File: src/rtl/rv32i_pkg.sv
// Shared RV32I integer-datapath constants and types.
package rv32i_pkg;

    localparam int REG_W    = 32;
    localparam int REG_N    = 32;
    localparam int REG_ZERO = 0;
    localparam int REG_SP   = 2;

    typedef logic [4:0]  reg_addr_t;
    typedef logic [31:0] xlen_t;

endpackage

File: src/rtl/rf_scoreboard.sv
// Busy-bit scoreboard: decode reserves a destination register, writeback releases it.
import rv32i_pkg::*;

module rf_scoreboard #(
    parameter int DEPTH = REG_N,
    parameter int NWR   = 1,
    parameter int AW    = $clog2(DEPTH)
) (
    input  logic              clk,
    input  logic              rst,
    input  logic [NWR-1:0]    we,
    input  logic [NWR*AW-1:0] wr_addr,
    input  logic              rsv_valid,
    input  logic [AW-1:0]     rsv_addr,
    output logic              rsv_ready,
    output logic [DEPTH-1:0]  busy,
    output logic [AW:0]       busy_cnt
);

    logic [DEPTH-1:0] busy_q, busy_d;
    logic [DEPTH-1:0] release_vec;
    logic [AW:0]      cnt_q, cnt_d;

    // A release of the requested register in the same cycle unblocks the
    // reservation; the reserve is applied after the release so it wins.
    always_comb begin
        release_vec = '0;
        for (int j = 0; j < NWR; j++) begin
            if (we[j]) begin
                release_vec[wr_addr[j*AW +: AW]] = 1'b1;
            end
        end

        rsv_ready = !rst && (rsv_addr == '0 || !busy_q[rsv_addr] || release_vec[rsv_addr]);

        busy_d = busy_q & ~release_vec;
        if (rsv_valid && rsv_ready && rsv_addr != '0) begin
            busy_d[rsv_addr] = 1'b1;
        end
        busy_d[0] = 1'b0;

        cnt_d = '0;
        for (int k = 0; k < DEPTH; k++) begin
            cnt_d = cnt_d + (AW+1)'(busy_d[k]);
        end
    end

    always_ff @(posedge clk) begin
        if (rst) begin
            busy_q <= '0;
            cnt_q  <= '0;
        end else begin
            busy_q <= busy_d;
            cnt_q  <= cnt_d;
        end
    end

    assign busy     = busy_q;
    assign busy_cnt = cnt_q;

endmodule

File: src/rtl/regfile_mp_sb.sv
// Multi-port integer register file with write-to-read bypass and a busy-bit scoreboard.
import rv32i_pkg::*;

module regfile_mp_sb #(
    parameter int               WIDTH   = REG_W,
    parameter int               DEPTH   = REG_N,
    parameter int               NRD     = 2,
    parameter int               NWR     = 1,
    parameter int               BYPASS  = 1,
    parameter int               SP_IDX  = REG_SP,
    parameter logic [WIDTH-1:0] SP_INIT = '0,
    localparam int              AW      = $clog2(DEPTH)
) (
    input  logic                 clk,
    input  logic                 rst,
    input  logic [NRD*AW-1:0]    rd_addr,
    output logic [NRD*WIDTH-1:0] rd_dout,
    output logic [NRD-1:0]       rd_busy,
    input  logic [NWR-1:0]       we,
    input  logic [NWR*AW-1:0]    wr_addr,
    input  logic [NWR*WIDTH-1:0] wr_din,
    input  logic                 rsv_valid,
    input  logic [AW-1:0]        rsv_addr,
    output logic                 rsv_ready,
    output logic [AW:0]          busy_cnt
);

    logic [WIDTH-1:0] mem_q [DEPTH];
    logic [WIDTH-1:0] mem_d [DEPTH];
    logic [DEPTH-1:0] busy;

    // Returns {hit, data} of the highest-index enabled write port targeting ra.
    function automatic logic [WIDTH:0] bypass_lookup(input logic [AW-1:0] ra);
        logic [WIDTH:0] res;
        res = '0;
        for (int j = 0; j < NWR; j++) begin
            if (BYPASS != 0 && we[j] && wr_addr[j*AW +: AW] != '0 && wr_addr[j*AW +: AW] == ra) begin
                res = {1'b1, wr_din[j*WIDTH +: WIDTH]};
            end
        end
        return res;
    endfunction

    always_comb begin
        mem_d = mem_q;
        for (int j = 0; j < NWR; j++) begin
            if (we[j] && wr_addr[j*AW +: AW] != '0) begin
                mem_d[wr_addr[j*AW +: AW]] = wr_din[j*WIDTH +: WIDTH];
            end
        end
        mem_d[0] = '0;
    end

    always_ff @(posedge clk) begin
        if (rst) begin
            for (int i = 0; i < DEPTH; i++) begin
                mem_q[i] <= (i == SP_IDX) ? SP_INIT : '0;
            end
        end else begin
            mem_q <= mem_d;
        end
    end

    always_comb begin
        logic [AW-1:0]  ra;
        logic [WIDTH:0] byp;
        ra      = '0;
        byp     = '0;
        rd_dout = '0;
        rd_busy = '0;
        for (int i = 0; i < NRD; i++) begin
            ra  = rd_addr[i*AW +: AW];
            byp = bypass_lookup(ra);
            if (ra != '0) begin
                rd_dout[i*WIDTH +: WIDTH] = byp[WIDTH] ? byp[WIDTH-1:0] : mem_q[ra];
                rd_busy[i]                = busy[ra] & ~byp[WIDTH];
            end
        end
    end

    rf_scoreboard #(
        .DEPTH (DEPTH),
        .NWR   (NWR),
        .AW    (AW)
    ) u_scoreboard (
        .clk       (clk),
        .rst       (rst),
        .we        (we),
        .wr_addr   (wr_addr),
        .rsv_valid (rsv_valid),
        .rsv_addr  (rsv_addr),
        .rsv_ready (rsv_ready),
        .busy      (busy),
        .busy_cnt  (busy_cnt)
    );

endmodule

File: config.mk
export PLATFORM = sky130hd
export DESIGN_NAME = regfile_mp_sb
export DESIGN_NICKNAME = d
export VERILOG_FILES = /design/src/rtl/rv32i_pkg.sv /design/src/rtl/rf_scoreboard.sv /design/src/rtl/regfile_mp_sb.sv
export SDC_FILE = /design/constraint.sdc
export NUM_CORES = 2
export LEC_CHECK = 0
export CORE_ASPECT_RATIO = 1.5
export CORE_UTILIZATION = 55
export CTS_BUF_LIST = sky130_fd_sc_hd__clkbuf_2 sky130_fd_sc_hd__clkbuf_4 sky130_fd_sc_hd__clkbuf_8
export DETAILED_ROUTE_END_ITERATION = 8
export GPL_TIMING_DRIVEN = 1
export HOLD_SLACK_MARGIN = 0.02
export PLACE_DENSITY_LB_ADDON = 0.12
export SETUP_SLACK_MARGIN = 0.15
export SLEW_MARGIN = 40
export SYNTH_ARGS = -nofsm -noshare
export SYNTH_HDL_FRONTEND = slang
export SYNTH_SLANG_ARGS = --single-unit
File: constraint.sdc
create_clock -name clk -period 8.85 [get_ports clk]
set_input_delay 1.77 -clock clk [delete_from_list [all_inputs] [get_ports clk]]
set_output_delay 1.77 -clock clk [all_outputs]
set_load 0.01 [all_outputs]
==> reports/qor.txt <==
Final WL = 215,900 um
Post-synth EDFFs = 0
Total internal power = 7.401 mW
FFs w/ async S/R, synth = 0%
DP HPWL = 121,800 um
Placed Area = 0.05641 mm^2
Post-synth top area share = 38.03%
Mapped Cells = 6,164
DRC viols = 0
Mapped Avg Cell Area = 8.787 um^2
Area growth syn-to-layout = 10.72%
Most used routing layer in global routing = met2
Routing usage on met1 = 53.94%
Core Util, Final = 61.58%
Vias in the first global route = 47,240
Nets = 6,070
Minimum clock period = 7.998 ns
Max stage delay on crit path = 0.80 ns
DRT Pass-1 Iters = 9
Peak supply drop = 181.1 uV
Slew @ Worst Pin = 0.9469 ns
Tcrit/Tclk final = 90.37%
Worst Hold Class = flop to flop
Die ar. = 0.09976 mm^2
Clock skew = 0.01388 ns
ANT nets after route = 0
GP Congestion = 0.9509
Ratio of cells with drive above 1 in the final layout = 19.26%
Maxcap violations = 0
Reg power frac = 46.3%
GRT met2 Usage = 65.73%
Mapped cell area = 0.05416 mm^2
Yosys warning count = 0
Post-CTS setup buffer count = 0
Cell taking the most area after synthesis = dfxtp_1
CP Data Arrival Time = 8.77 ns
CTS Sinks = 1,029
Sw Share = 27.10%
Clk Latency, worst-skew pair = 0.90 ns
Fill cells = 8,455
Core footprint = 0.09739 mm^2
Critical Path Start Type = primary input
Wirelength per Cell = 29.23 um
Final worst slack = 0.8518 ns
I/O pins = 129
Max clock buf depth = 3
Netlist cell types = 63
Sw power = 2.752 mW
Clk root buf = clkbuf_8
Overflow after GRT = 0
Slew Limit Fails = 0
First-pass GRT wire length = 314,400 um
Final Total Pwr = 10.15 mW
Vias post-DR = 49,640
All-Layer GR Usage = 43.03%
Row cnt = 140
Power per cell area = 169.3 mW/mm^2
Starting Density = 55.61%
CTS tree = built
DRT iter0 DRCs = 7,242
TritonCTS Buffers = 161
Die width = 258.2 um
CP Capture Type = flop
Synth area leaders = dfxtp_1 38%, mux4_2 19%, nand2_1 14%, a21oi_1 9.8%, clkbuf_1 3.4%
Sequential area share after synthesis = 38.03%
Final setup vio count = 0
Port bufs = 128
Synthesized flop and latch total = 1,029
Clock-pin slew on the worst setup and hold paths = 0.06 ns
F_max = 125.0 MHz
Post-synth top flop = dfxtp_1
Vias per cell = 6.720
Leakage Power = 19.75 nW
Outcome = complete, no violations
Worst endpoint required time = 9.63 ns
Clock power frac = 43.8%
H-tree levels = 4
CTS Hold Bufs = 0
Pre-CTS WS = -0.0009202 ns
Largest net degree at the start of global routing = 117
Fin. Hold Viols = 0
Slowest CP cell = clkdlybuf4s50_1
Slew HR = 36.74%
Resized Gates After CTS = 0
Antenna violations before repair = 9
Crit path kind = primary input to flop
Die height = 386.3 um
Crit-path max FO = 10
Met3 Use GR = 11.60%
Syn_nets = 6,252
Logic gate share of total power = 9.9%
Critical-path cell list = clkdlybuf4s50_1 > buf_4 > xnor2_1 > nand4_1 > nor4_1 > buf_4 > nand2_1 > and3_1 > fa_1 > fa_1 > fa_1 > inv_1 > fa_1 > inv_1 > fa_1 > fa_1 > inv_1 > ha_1 > fa_1 > a21o_1 > a21oi_1 > xor2_1 > nor2_1
CP most frequent cell = fa_1
RSZ-0062 raised after global routing = no
Design Area, Final = 0.05997 mm^2
==> metal layers <==
metal  part of all wire (%)  wire (um)
met2                     45      96680
met4                    7.2      15590
met1                     35      75260
met3                     13      28330
met5                  0.021         46
==> sequential cells by signal, summed over array words and instances (netlist names) <==
name	flops
u_scoreboard.busy_cnt	6
mem_q	992
u_scoreboard.busy	31
==> area by class of cell <==
class	instances	area [um^2]	share of cell area [%]
multi-input combinational	4438	31140	51.92
sequential	1029	20600	34.35
clock buffer	263	3244	5.410
timing repair buffer	317	2990	4.986
tap	1278	1599	2.666
clock inverter	23	260.3	0.4340
inverter	35	131.4	0.2191
antenna	4	10.01	0.01669
==> Yosys cell counts, types with 35 or more instances <==
library cell and number:
nor2_1 112, dfxtp_1 1029, mux4_2 466, mux2_2 76
clkbuf_1 491, mux2i_1 67, nand2_1 2082, a21oi_1 1065
a22oi_1 123, inv_1 35, a211o_1 64, buf_2 120
a221oi_1 63, a2111oi_2 49
==> metrics by stage <==
| step | cells | TNS (ns) | hold WS, ns |
|---|---|---|---|
| 2_1_floorplan | 6164 | 0 | 0.4418 |
| 3_3_place_gp | 7091 | -0.02321 | 0.4481 |
| 3_5_place_dp | 7096 | -0.0009202 | 0.4558 |
| 4_1_cts | 7382 | 0 | 0.4645 |
| 5_1_grt | 7384 | 0 | 0.4756 |
| 6_report | 7387 | 0 | 0.4627 |
==> logic make-up (layout without fill, tap and decap cells) <==
kind of cell,after synthesis,count (layout),synth area share (%)
multiplexers,609,609,22.20
flip-flops,1029,1029,38.03
XOR/XNOR,16,16,0.2587
buffers and inverters,697,638,5.334
AND/OR/NAND/NOR,2310,2310,16.56
adder cells (fa/ha/maj),32,32,1.058
other,0,4,0
AO/OA/AOI/OAI,1471,1471,16.57
==> critical path, delay by kind of cell <==
| family | cells | cell delay (ns) |
|---|---|---|
| adders and majority gates | 8 | 3.70 |
| xor gates and xnor gates | 2 | 0.28 |
| AOI/OAI and AO/OA | 2 | 0.34 |
| buffers and inverters | 6 | 1.43 |
| and+or+nand+nor | 5 | 1.21 |
==> power by group through the flow <==
| stage | Combinational, mW | Sequential (mW) | Clock, mW |
|---|---|---|---|
| floorplan | 0.601 | 4.79 | 0 |
| global placement | 0.963 | 4.80 | 0 |
| detailed placement | 0.974 | 4.80 | 0 |
| CTS | 0.977 | 4.70 | 4.47 |
| global route | 1.03 | 4.70 | 4.67 |
| finish | 1.01 | 4.70 | 4.45 |
==> final timing paths <==
check | startpoint | end | slack [ns] | cells after the start
hold / removal | mem_q[169] | mem_q[169] | 0.46 | 2
setup / recovery | rsv_addr[4] | u_scoreboard.busy_cnt[4] | 0.85 | 23
setup reg to reg | u_scoreboard.busy[25] | u_scoreboard.busy_cnt[4] | 2.35 | 21
hold reg to reg | mem_q[169] | mem_q[169] | 0.46 | 2
==> layout by cell type, fill, tap and decap left out, types with 21 or more instances in the layout <==
| cell | synthesis | routed |
|---|---|---|
| nand2_1 | 2082 | 2051 |
| a21oi_1 | 1065 | 1065 |
| dfxtp_1 | 1029 | 1029 |
| mux4_2 | 466 | 466 |
| clkbuf_8 | 0 | 203 |
| buf_4 | 29 | 166 |
| a22oi_1 | 123 | 123 |
| clkdlybuf4s50_1 | 0 | 118 |
| nor2_1 | 112 | 79 |
| mux2_2 | 76 | 76 |
| mux2i_1 | 67 | 67 |
| a211o_1 | 64 | 64 |
| a221oi_1 | 63 | 63 |
| clkbuf_4 | 0 | 60 |
| a2111oi_2 | 49 | 49 |
| inv_1 | 35 | 35 |
| nor2_4 | 0 | 33 |
| nand2_2 | 0 | 31 |
| o211ai_1 | 24 | 24 |
| fa_1 | 23 | 23 |
| nand3_1 | 23 | 21 |
(Power assumes the default switching activity.)
